**src/rtl/aes_sel_err_collect.sv**
```systemverilog
// aes_sel_err_collect: collects the err_i outputs of all sparse mux-selector checkers,
// latches a sticky fatal flag, records the first checker that fired, counts error cycles
// and drives a four-phase req/ack handshake towards the alert sender. The handshake
// re-fires continuously while the fatal flag is set.
// Build option: define AES_SEL_ERR_FORCE_EN to add the force_err_i DV hook.
module aes_sel_err_collect #(
    parameter int unsigned NumChk = 8,
    parameter int unsigned CntW   = 8,
    localparam int unsigned SrcW  = (NumChk > 1) ? $clog2(NumChk) : 1
) (
    input  logic              clk_i,
    input  logic              rst_ni,
    input  logic [NumChk-1:0] err_i,
    input  logic              alert_test_i,
    input  logic              alert_ack_i,
`ifdef AES_SEL_ERR_FORCE_EN
    input  logic              force_err_i,
`endif
    output logic              alert_req_o,
    output logic              fatal_o,
    output logic [NumChk-1:0] err_src_o,
    output logic              first_vld_o,
    output logic [SrcW-1:0]   first_src_o,
    output logic [CntW-1:0]   err_cnt_o
);

    // Sparse encoding, pairwise Hamming distance >= 3 so a single upset cannot
    // turn one legal state into another.
    typedef enum logic [5:0] {
        StIdle    = 6'b111000,
        StReq     = 6'b000111,
        StAckWait = 6'b101101
    } state_e;

    // State kept as plain bits so any corrupted value is representable and caught.
    logic [5:0]        r_state_q;
    logic [5:0]        w_state_d;
    logic              w_state_invalid;
    logic              r_req_q;
    logic              r_fatal_q;
    logic [NumChk-1:0] r_err_src_q;
    logic              r_first_vld_q;
    logic [SrcW-1:0]   r_first_src_q;
    logic [CntW-1:0]   r_cnt_q;

    logic              w_force;
    logic              w_real_err;
    logic              w_any_err;
    logic              w_err_cycle;
    logic              w_cnt_sat;
    logic [SrcW-1:0]   w_lowest;

`ifdef AES_SEL_ERR_FORCE_EN
    assign w_force = force_err_i;
`else
    assign w_force = 1'b0;
`endif

    assign w_real_err  = |err_i;
    assign w_any_err   = w_real_err | w_force;
    // A corrupted FSM state is itself treated as an error cycle.
    assign w_err_cycle = w_any_err | w_state_invalid;
    assign w_cnt_sat   = (r_cnt_q == {CntW{1'b1}});

    // Lowest set index of err_i in the current cycle.
    always_comb begin
        w_lowest = '0;
        for (int i = NumChk - 1; i >= 0; i--) begin
            if (err_i[i]) begin
                w_lowest = SrcW'(i);
            end
        end
    end

    // Alert handshake next-state; any illegal encoding recovers into REQ.
    always_comb begin
        w_state_d       = r_state_q;
        w_state_invalid = 1'b0;
        case (r_state_q)
            StIdle: begin
                if (w_any_err || r_fatal_q || alert_test_i) begin
                    w_state_d = StReq;
                end
            end
            StReq: begin
                if (alert_ack_i) begin
                    w_state_d = StAckWait;
                end
            end
            StAckWait: begin
                if (!alert_ack_i) begin
                    w_state_d = (r_fatal_q || w_any_err) ? StReq : StIdle;
                end
            end
            default: begin
                w_state_d       = StReq;
                w_state_invalid = 1'b1;
            end
        endcase
    end

    // FSM state flops and registered alert request, kept in their own flop group.
    always_ff @(posedge clk_i or negedge rst_ni) begin
        if (!rst_ni) begin
            r_state_q <= StIdle;
            r_req_q   <= 1'b0;
        end else begin
            r_state_q <= w_state_d;
            r_req_q   <= (w_state_d == StReq);
        end
    end

    // Sticky error record: fatal flag, source mask, first source and saturating count.
    always_ff @(posedge clk_i or negedge rst_ni) begin
        if (!rst_ni) begin
            r_fatal_q     <= 1'b0;
            r_err_src_q   <= '0;
            r_first_vld_q <= 1'b0;
            r_first_src_q <= '0;
            r_cnt_q       <= '0;
        end else begin
            r_err_src_q <= r_err_src_q | err_i;
            if (w_err_cycle) begin
                r_fatal_q <= 1'b1;
            end
            if (w_err_cycle && !w_cnt_sat) begin
                r_cnt_q <= r_cnt_q + CntW'(1);
            end
            // Forced errors and FSM corruption carry no checker index.
            if (w_real_err && !r_first_vld_q) begin
                r_first_vld_q <= 1'b1;
                r_first_src_q <= w_lowest;
            end
        end
    end

    assign alert_req_o = r_req_q;
    assign fatal_o     = r_fatal_q;
    assign err_src_o   = r_err_src_q;
    assign first_vld_o = r_first_vld_q;
    assign first_src_o = r_first_src_q;
    assign err_cnt_o   = r_cnt_q;

endmodule

```
**config.mk**
```make
export PLATFORM = sky130hd
export DESIGN_NAME = aes_sel_err_collect
export DESIGN_NICKNAME = d
export VERILOG_FILES = /design/src/rtl/aes_sel_err_collect.sv
export SDC_FILE = /design/constraint.sdc
export NUM_CORES = 1
export LEC_CHECK = 0
export ABC_AREA = 1
export BUFFER_PORTS_ARGS = -buffer_cell sky130_fd_sc_hd__buf_2
export CAP_MARGIN = 20
export CORE_MARGIN = 1.5
export CORE_UTILIZATION = 47
export CTS_CLUSTER_DIAMETER = 60
export DETAILED_ROUTE_END_ITERATION = 8
export GPL_ROUTABILITY_DRIVEN = 0
export GPL_TIMING_DRIVEN = 0
export PLACE_DENSITY = 0.74
export SLEW_MARGIN = 40
export SYNTH_ARGS = -nofsm -noshare
export SYNTH_HDL_FRONTEND = slang
export SYNTH_SLANG_ARGS = --single-unit
```
**constraint.sdc**
```tcl
create_clock -name clk_i -period 1.27 [get_ports clk_i]
set_clock_uncertainty 0.1 [all_clocks]
set_input_delay 0.381 -clock clk_i [delete_from_list [all_inputs] [get_ports clk_i]]
set_output_delay 0.381 -clock clk_i [all_outputs]
set_load 0.01 [all_outputs]
```
==> results.yml, run 1 <==
power:
  power_density_nw_per_um2: 1780
  p_leak_uw: 0.000996
  p_total_uw: 3450
  ir_worst_vdd_uv: 1670
critical_path:
  critPathMostFrequentCell: "nand3_4"
  cp-start-kind: "flop"
  crit_arrival_ns: 1.64
  critPathMaxStageDelay_ns: 0.58
  critPathRequiredTime_ns: 1.41
  worst-r2r-cell-count: 8
  r2r_start: "r_state_q[3]"
  cp-end-kind: "flop"
  crit_slowest_cell: "dfstp_2"
  critPathKind: "flop to flop"
  reg2reg_setup_slack_ns: -0.23
  r2r-end: "err_cnt_o[5]"
  path_cells: "inv_2 > nor2_4 > nand3_4 > nand3_4 > nand2_8 > buf_4 > nand3_1 > nand2_1"
  crit_fanout: 6
synthesis:
  synthSimpleGateAreaFrac: 0.346
  synth_top_family_by_area: "simple AND/OR/NAND/NOR gates"
  synthMuxAreaShare: 0
  synth_flop_cell: "dfrtp_1"
  synthAdderAreaFrac: 0.00897
  synth.most_common_cell: "nand2_1"
  synth.yosys.seq_area_share: 0.505
  synth-compound-area-share: 0.0439
  synth_top_area_share: 0.448
  synth_warnings: 0
  postSynthCellCount: 158
  ys_async_sr_fraction: 1.00
  syn_area_per_cell_sq_um: 8.83
  yosysUniqueCellTypes: 25
  synthXorXnorAreaFrac: 0.0314
  ys_top_cells_by_area: "dfrtp_1 (45%), nand2_1 (10%), inv_1 (6.5%)"
  synth_largest_area_cell: "dfrtp_1"
  syn-cell-area_sq_um: 1400
  syn_nets: 171
  synth_enable_flop_cells: 0
  synthTopCellsByCount: "nand2_1 (39), dfrtp_1 (25), inv_1 (24)"
  synth-seq-cells: 28
die:
  core_sq_um: 2780
  fp.dieH_um: 57.5
  die_w_um: 57.5
  row_count: 19
  pin_count: 34
  initial_core_util: 0.502
  die-area_sq_um: 3300
worst_hold_path:
  hold_class: "input port to flop"
  hp-start: "err_i[3]"
  hold_end: "err_src_o[3]"
  whs_path_depth: 2
timing:
  worst_slack_ns: -0.233
  finalSetupViolations: 37
  finalCritPeriodShare: 1.18
  finalCriticalPeriod_ns: 1.50
  rsz0062_at_grt: "yes"
  worst_pin_slew_ns: 0.381
  hold_viol: 0
  maxSlewHeadroom: 0.746
  holdWs_ns: 0.171
  finalMaxSlewViolations: 0
  fmax_mhz: 665
clock_tree:
  clk_pin_slew_ns: 0.15
  cts_buffers: 3
  cts_tree: "done"
  clockBufferDepth: 2
  cts-root-buf: "clkbuf_4"
  cts_sinks: 28
  clk_latency_ns: 0.33
  htreeDepth: 1
run:
  maxCapViolCount: 0
placed_design:
  dp_hpwl_mm: 2.01
  io_buffers: 33
  placed_cells: 222
route:
  wl_per_cell_um: 12.7
  avgViaCountPerCell: 4.93
  drc: 0
  wl_mm: 3.16
  drt_iter0_markers: 22
  postRouteAntennaNets: 0
  vias: 1223
  dr.pass1.iters: 4
global_routing:
  grt_use_met3: 0.0227
  grtUsageTotal: 0.200
  grt_overflow: 0
  use_met2: 0.346
  grt_max_degree: 29
  grt_busiest_layer: "met2"
  grt_pass1_vias: 1201
  antenna_found_initial: 0
  grt_pass1_wl_mm: 5.15
  use_met1: 0.253
cells_and_area:
  area_growth_pct: 38.7
  antenna_cells: 0
  layout-drive-gt1-share: 0.461
  finalNetCount: 231
  layout.cells.non_filler: 248
outcome:
  violations: "setup timing"
  status: "complete, but fails checks"
## through the flow
| step | util | setup WS (ns) | instance area [sq um] | TNS [ns] |
|---|---|---|---|---|
| 2_1_floorplan | - | -0.127 | 1400 | -1.09 |
| 3_3_place_gp | 0.576 | -0.216 | 1600 | -2.73 |
| 3_5_place_dp | 0.576 | -0.234 | 1600 | -3.20 |
| 4_1_cts | 0.647 | -0.207 | 1800 | -4.84 |
| 5_1_grt | 0.696 | -0.289 | 1940 | -6.42 |
| 6_report | 0.696 | -0.233 | 1940 | -4.46 |
## routing by layer
layer | part of all wire | vias to the layer above
met5 | 0 | -
met4 | 0.017 | 0
met3 | 0.027 | 6
met2 | 0.54 | 22
met1 | 0.41 | 578
li1 | - | 617
## power breakdown
| group | switching [uW] | internal (uW) |
|---|---|---|
| clock | 264 | 319 |
| combinational | 820 | 768 |
| sequential | 170 | 1110 |
| total | 1250 | 2190 |
## cell usage in the layout, fill, tap and decap left out, types with 5 or more instances in the layout
cell / n
or2_2: 8
dfrtp_1: 22
nand3_4: 5
nor2_1: 7
buf_2: 29
nand3_2: 5
buf_4: 19
nand2_1: 37
inv_1: 21
nand3_1: 12
## kinds of logic after synthesis
family | after synthesis
xor gates and xnor gates | 5
DFF | 28
adders and majority gates | 1
AOI/OAI and AO/OA | 10
and+or+nand+nor | 90
buffers and inverters | 24
## sequential cells by signal (all words and copies together), names as in the netlist
| register | count |
|---|---|
| alert_req_o | 1 |
| first_src_o | 3 |
| err_src_o | 8 |
| err_cnt_o | 8 |
| fatal_o | 1 |
| r_state_q | 6 |
| first_vld_o | 1 |
## critical path, delay by kind of cell (launching register included)
family	cells	cell delay (ns)
buffers and inverters	2	0.19
flip-flops	1	0.58
AND/OR/NAND/NOR	6	0.52
## timing repair
action,in CTS,in global routing
hold endpoints to repair,25,0
gates resized for setup,8,17
pin swaps,6,8
gates cloned,0,1
setup buffers,12,8
hold buffers,1,0
setup endpoints to repair,36,39
## layout make-up
| type | instances | area (sq um) |
|---|---|---|
| clock buffer | 3 | 22.5 |
| clock inverter | 1 | 30.0 |
| fill | 236 | 846 |
| inverter | 24 | 90.1 |
| multi-input combinational | 107 | 687 |
| sequential | 28 | 708 |
| tap | 31 | 38.8 |
| timing repair buffer | 54 | 359 |
## how the worst max path moves through the flow
stage                       startpoint            to  slack, ns  cells past startpoint
after CTS                 r_state_q[3]  err_cnt_o[7]      -0.21                      8
final                     r_state_q[3]  err_cnt_o[5]      -0.23                      8
after floorplan           err_cnt_o[0]  err_cnt_o[6]      -0.13                      7
after global routing      r_state_q[3]  err_cnt_o[5]      -0.29                      8
after detailed placement      err_i[0]  r_state_q[1]      -0.23                      9
after global placement        err_i[0]   alert_req_o      -0.22                      7
Note: power is estimated with default switching activity, not from simulation.
==> run 2: changes to the inputs <==
--- a/config.mk
+++ b/config.mk
@@ -6,7 +6,7 @@
 export NUM_CORES = 1
 export LEC_CHECK = 0
 export ABC_AREA = 1
-export BUFFER_PORTS_ARGS = -buffer_cell sky130_fd_sc_hd__buf_2
+export BUFFER_PORTS_ARGS = -buffer_cell sky130_fd_sc_hd__clkbuf_2
 export CAP_MARGIN = 20
 export CORE_MARGIN = 1.5
 export CORE_UTILIZATION = 47
==> run 2 against run 1 <==
Compared with the run above:
- the flow still finishes with violations (setup timing)
- flip-flop and latch count did not move
- power rose by 2.8%
- sequential share of layout area fell by 1.8 points
- clock-buffer cell count did not move
- die area did not move
- register-to-register slack barely moved
- combinational power rose by 5%
- highest routed layer unchanged
==> results.yml, run 2 (synthesis gave the netlist of run 1 again) <==
timing:
  holdWs_ns: 0.169
  maxSlewHeadroom: 0.589
  setup_tns_ns: -4.99
  worst_pin_slew_ns: 0.617
  hold_viol: 0
  finalSetupViolations: 38
  finalCritPeriodShare: 1.19
  finalMaxSlewViolations: 0
  worst_slack_ns: -0.246
  fmax_mhz: 660
  rsz0062_at_grt: "yes"
  finalCriticalPeriod_ns: 1.52
cells_and_area:
  mostFrequentLayoutCells: "clkbuf_2 (29), nand2_1 (28), dfrtp_1 (21), inv_1 (19), buf_4 (16)"
  fillCellCount: 212
  final_common_cell: "clkbuf_2"
  layout.cells.non_filler: 250
  layout-drive-gt1-share: 0.543
  area_growth_pct: 46.2
  design_area_sq_um: 2040
  antenna_cells: 0
  finalNetCount: 233
critical_path:
  crit_arrival_ns: 1.67
  critPathKind: "flop to flop"
  crit_fanout: 5
  cp-end-kind: "flop"
  critPathRequiredTime_ns: 1.43
  cp-start-kind: "flop"
die:
  row_count: 19
  die_w_um: 57.5
  initial_core_util: 0.502
  die-area_sq_um: 3300
  pin_count: 34
  fp.dieH_um: 57.5
  core_sq_um: 2780
global_routing:
  grt_overflow: 0
  antenna_found_initial: 0
  grtUsageTotal: 0.220
  grt_pass1_wl_mm: 5.64
  grt_max_degree: 29
  grt_pass1_vias: 1290
placed_design:
  io_buffers: 33
  dp_hpwl_mm: 2.17
  placed_cells: 222
  place_area_sq_um: 1600
route:
  wl_per_cell_um: 13.8
  wl_mm: 3.44
  vias: 1246
  drt_iter0_markers: 33
  avgViaCountPerCell: 4.98
  drc: 0
  dr.pass1.iters: 6
  postRouteAntennaNets: 0
clock_tree:
  clockBufferDepth: 2
  htreeDepth: 1
  cts_tree: "done"
  clk_pin_slew_ns: 0.15
  clk_latency_ns: 0.34
  cts_sinks: 28
  cts-root-buf: "clkbuf_4"
  cts_buffers: 3
power:
  p_leak_uw: 0.00104
  power_density_nw_per_um2: 1740
  p_total_uw: 3540
  ir_worst_vdd_uv: 1610
outcome:
  status: "complete, but fails checks"
  violations: "setup timing"
worst_hold_path:
  hold_class: "input port to flop"
run:
  maxCapViolCount: 0
run 2: power by group:
| part | internal [uW] | total (uW) | switching [uW] |
|---|---|---|---|
| logic | 807 | 1670 | 864 |
| clock network | 320 | 592 | 273 |
| registers | 1110 | 1280 | 171 |
| total | 2230 | 3540 | 1310 |
run 2: through the flow:
stage,setup slack (ns),util
floorplan,-0.127,-
global placement,-0.206,0.576
detailed placement,-0.242,0.576
CTS,-0.194,0.682
global route,-0.305,0.733
finish,-0.246,0.733
run 2: final timing paths:
| path | start | to | slack (ns) | cells past startpoint |
|---|---|---|---|---|
| setup / recovery | r_state_q[3] | err_cnt_o[1] | -0.25 | 8 |
| hold / removal | err_i[3] | err_src_o[3] | 0.17 | 2 |
| setup reg to reg | r_state_q[3] | err_cnt_o[1] | -0.25 | 8 |
| hold reg to reg | err_src_o[1] | err_src_o[1] | 0.39 | 1 |
| max in group asynchronous | rst_ni | err_cnt_o[7] | 0.17 | 2 |
| min in group asynchronous | rst_ni | err_cnt_o[4] | 0.47 | 2 |
run 2: critical path, cell delays in order, from the launching register on:
cell	delay, ns
dfstp_2	0.59
nand2_2	0.05
nor2_2	0.11
nand2_2	0.10
nand3_4	0.13
nand2_8	0.08
buf_12	0.14
nand3_2	0.06
nand2_1	0.05
run 2: layout make-up:
class	instances	area, sq um	area share
Inverter	24	92.6	0.0454
Timing Repair Buffer	56	378	0.185
Clock buffer	3	22.5	0.0110
Tap cell	31	38.8	0.0190
Sequential cell	28	709	0.348
Multi-Input combinational cell	107	768	0.377
Clock inverter	1	30.0	0.0147
run 2: metal layers:
layer  vias up  GRT usage  wire (um)  share of wire
met2        27      0.394       1790           0.52
met3         7     0.0227        105          0.031
li1        622          -          -              -
met4         0     0.0698         74          0.022
met1       590      0.276       1470           0.43
met5         -          0          0              0
run 2: repair_timing:
action	CTS	global route
setup endpoints to repair	36	63
cloned	1	0
endpoints found under the hold margin	25	0
hold buffers	1	0
pin swaps	7	14
setup buffers	20	4
gates resized for setup	17	37
==> run 3: changes to the inputs <==
--- a/config.mk
+++ b/config.mk
@@ -8,13 +8,15 @@
 export ABC_AREA = 1
 export BUFFER_PORTS_ARGS = -buffer_cell sky130_fd_sc_hd__clkbuf_2
 export CAP_MARGIN = 20
+export CELL_PAD_IN_SITES_DETAIL_PLACEMENT = 0
+export CELL_PAD_IN_SITES_GLOBAL_PLACEMENT = 1
 export CORE_MARGIN = 1.5
-export CORE_UTILIZATION = 47
+export CORE_UTILIZATION = 35
 export CTS_CLUSTER_DIAMETER = 60
 export DETAILED_ROUTE_END_ITERATION = 8
 export GPL_ROUTABILITY_DRIVEN = 0
 export GPL_TIMING_DRIVEN = 0
-export PLACE_DENSITY = 0.74
+export PLACE_DENSITY_LB_ADDON = 0.1
 export SLEW_MARGIN = 40
 export SYNTH_ARGS = -nofsm -noshare
 export SYNTH_HDL_FRONTEND = slang
==> run 3 against run 2 <==
Compared with the run above:
- the flow still finishes with violations (setup timing)
- critical path depth unchanged
- setup slack improved by 0.040 ns
- design area shrank 4.8%
- maximum frequency up 2.7%
- sequential share of layout area increased by 1.8 points
- first-iteration DRC count fell by 64%
- global-route usage shrank 7.6 points
==> results.yml, run 3 (synthesis gave the netlist of run 1 again) <==
outcome:
  status: "complete, but fails checks"
  violations: "setup timing"
clock_tree:
  cts-root-buf: "clkbuf_8"
  clk_pin_slew_ns: 0.09
  cts_sinks: 28
  holdBufCountCts: 0
  cts_buffers: 3
  htreeDepth: 1
  cts_tree: "done"
  clk_latency_ns: 0.27
  clockBufferDepth: 2
route:
  wl_per_cell_um: 11.4
  dr.pass1.iters: 4
  drc: 0
  wl_mm: 3.01
  drt_iter0_markers: 12
  postRouteAntennaNets: 0
  avgViaCountPerCell: 4.50
  vias: 1184
die:
  die_w_um: 66.1
  die-area_sq_um: 4370
  initial_core_util: 0.373
  core_sq_um: 3740
  row_count: 22
  pin_count: 34
  fp.dieH_um: 66.1
power:
  power_density_nw_per_um2: 1670
  ir_worst_vdd_uv: 877
  p_leak_uw: 0.00101
cells_and_area:
  finalNetCount: 229
  mostFrequentLayoutCells: "nand2_1 (36), clkbuf_2 (31), inv_1 (21), dfrtp_1 (20), buf_4 (15)"
  area_growth_pct: 39.2
  antenna_cells: 0
  final_common_cell: "nand2_1"
  layout-drive-gt1-share: 0.484
  layout.cells.non_filler: 263
critical_path:
  crit_slowest_cell: "dfstp_2"
  critPathKind: "flop to flop"
  cp_top_family: "flip-flops"
  crit_arrival_ns: 1.54
  critPathRequiredTime_ns: 1.34
  critPathMostFrequentCell: "nand3_2"
  crit_buf_inv: 2
  crit_fanout: 5
  path_cells: "inv_2 > nor2_2 > nand3_2 > nand3_4 > nand2_8 > buf_12 > nand3_2 > nand2_1"
  critPathMaxStageDelay_ns: 0.56
  cp-end-kind: "flop"
  cp-start-kind: "flop"
placed_design:
  placed_cells: 239
  io_buffers: 33
  post-place-ws_ns: -0.239
  dp_hpwl_mm: 2.04
timing:
  worst_slack_ns: -0.206
  finalMaxSlewViolations: 0
  worst_pin_slew_ns: 0.687
  fmax_mhz: 677
  rsz0062_at_grt: "yes"
  hold_viol: 0
  finalCritPeriodShare: 1.16
  setup_tns_ns: -3.05
  finalCriticalPeriod_ns: 1.48
  maxSlewHeadroom: 0.542
  finalSetupViolations: 23
global_routing:
  grtUsageTotal: 0.144
  grt_pass1_vias: 1098
  antenna_found_initial: 0
  grt_max_degree: 29
  grt_pass1_wl_mm: 4.86
  grt_overflow: 0
worst_hold_path:
  hold_class: "input port to asynchronous set/reset pin"
run:
  maxCapViolCount: 0
[run 3: path summary, 6_finish.rpt]
| kind | start | to | slack (ns) | cells past startpoint |
|---|---|---|---|---|
| worst min register to register | err_src_o[7] | err_src_o[7] | 0.37 | 1 |
| worst max register to register | r_state_q[3] | err_cnt_o[3] | -0.21 | 8 |
| worst max-delay path | r_state_q[3] | err_cnt_o[3] | -0.21 | 8 |
| min in group clk_i | err_i[2] | err_src_o[2] | 0.25 | 2 |
| max in group asynchronous | rst_ni | err_cnt_o[3] | 0.55 | 1 |
| worst min-delay path | rst_ni | first_src_o[0] | 0.04 | 1 |
[run 3: per-layer routing]
| layer | track usage | wire length [um] | up-vias | share of wire |
|---|---|---|---|---|
| met5 | 0 | 0 | - | 0 |
| met4 | 0.0536 | 23 | 0 | 0.0076 |
| met3 | 0.0221 | 92 | 2 | 0.031 |
| met2 | 0.224 | 1470 | 15 | 0.49 |
| met1 | 0.203 | 1430 | 556 | 0.47 |
| li1 | - | - | 611 | - |
[run 3: metrics by stage]
step	hold WS (ns)	power, uW	utilization	cell area, sq um
after CTS	0.0643	3100	0.499	1870
after global routing	0.0807	3470	0.519	1940
final	0.0368	3240	0.519	1940
after floorplan	-0.0146	1960	-	1400
after global placement	0.350	2240	0.433	1620
after detailed placement	0.349	2270	0.433	1620
[run 3: cell type report]
cell class	instances	area (sq um)
clock buffers	4	55.1
multi-input cells	107	682
inverters	24	90.1
flip-flops and latches	28	711
fillers	376	1800
repair buffers	52	344
well taps	48	60.1
[run 3: repair_timing]
item                                    in CTS  in global routing
pin swaps                                   15                  6
endpoints found under the hold margin        0                  0
endpoints found under the setup margin      30                 37
gates resized for setup                     20                 10
cloned                                       1                  0
buffers inserted                            14                  5
[run 3: worst reg2reg max path, cell delays in order (launching register included)]
cell,delay [ns]
dfstp_2,0.56
inv_2,0.04
nor2_2,0.08
nand3_2,0.13
nand3_4,0.15
nand2_8,0.08
buf_12,0.14
nand3_2,0.05
nand2_1,0.05
[run 3: power by group]
part           total (uW)  internal, uW  switching, uW
clock                 545           277            268
sequential           1290          1110            180
combinational        1400           686            719
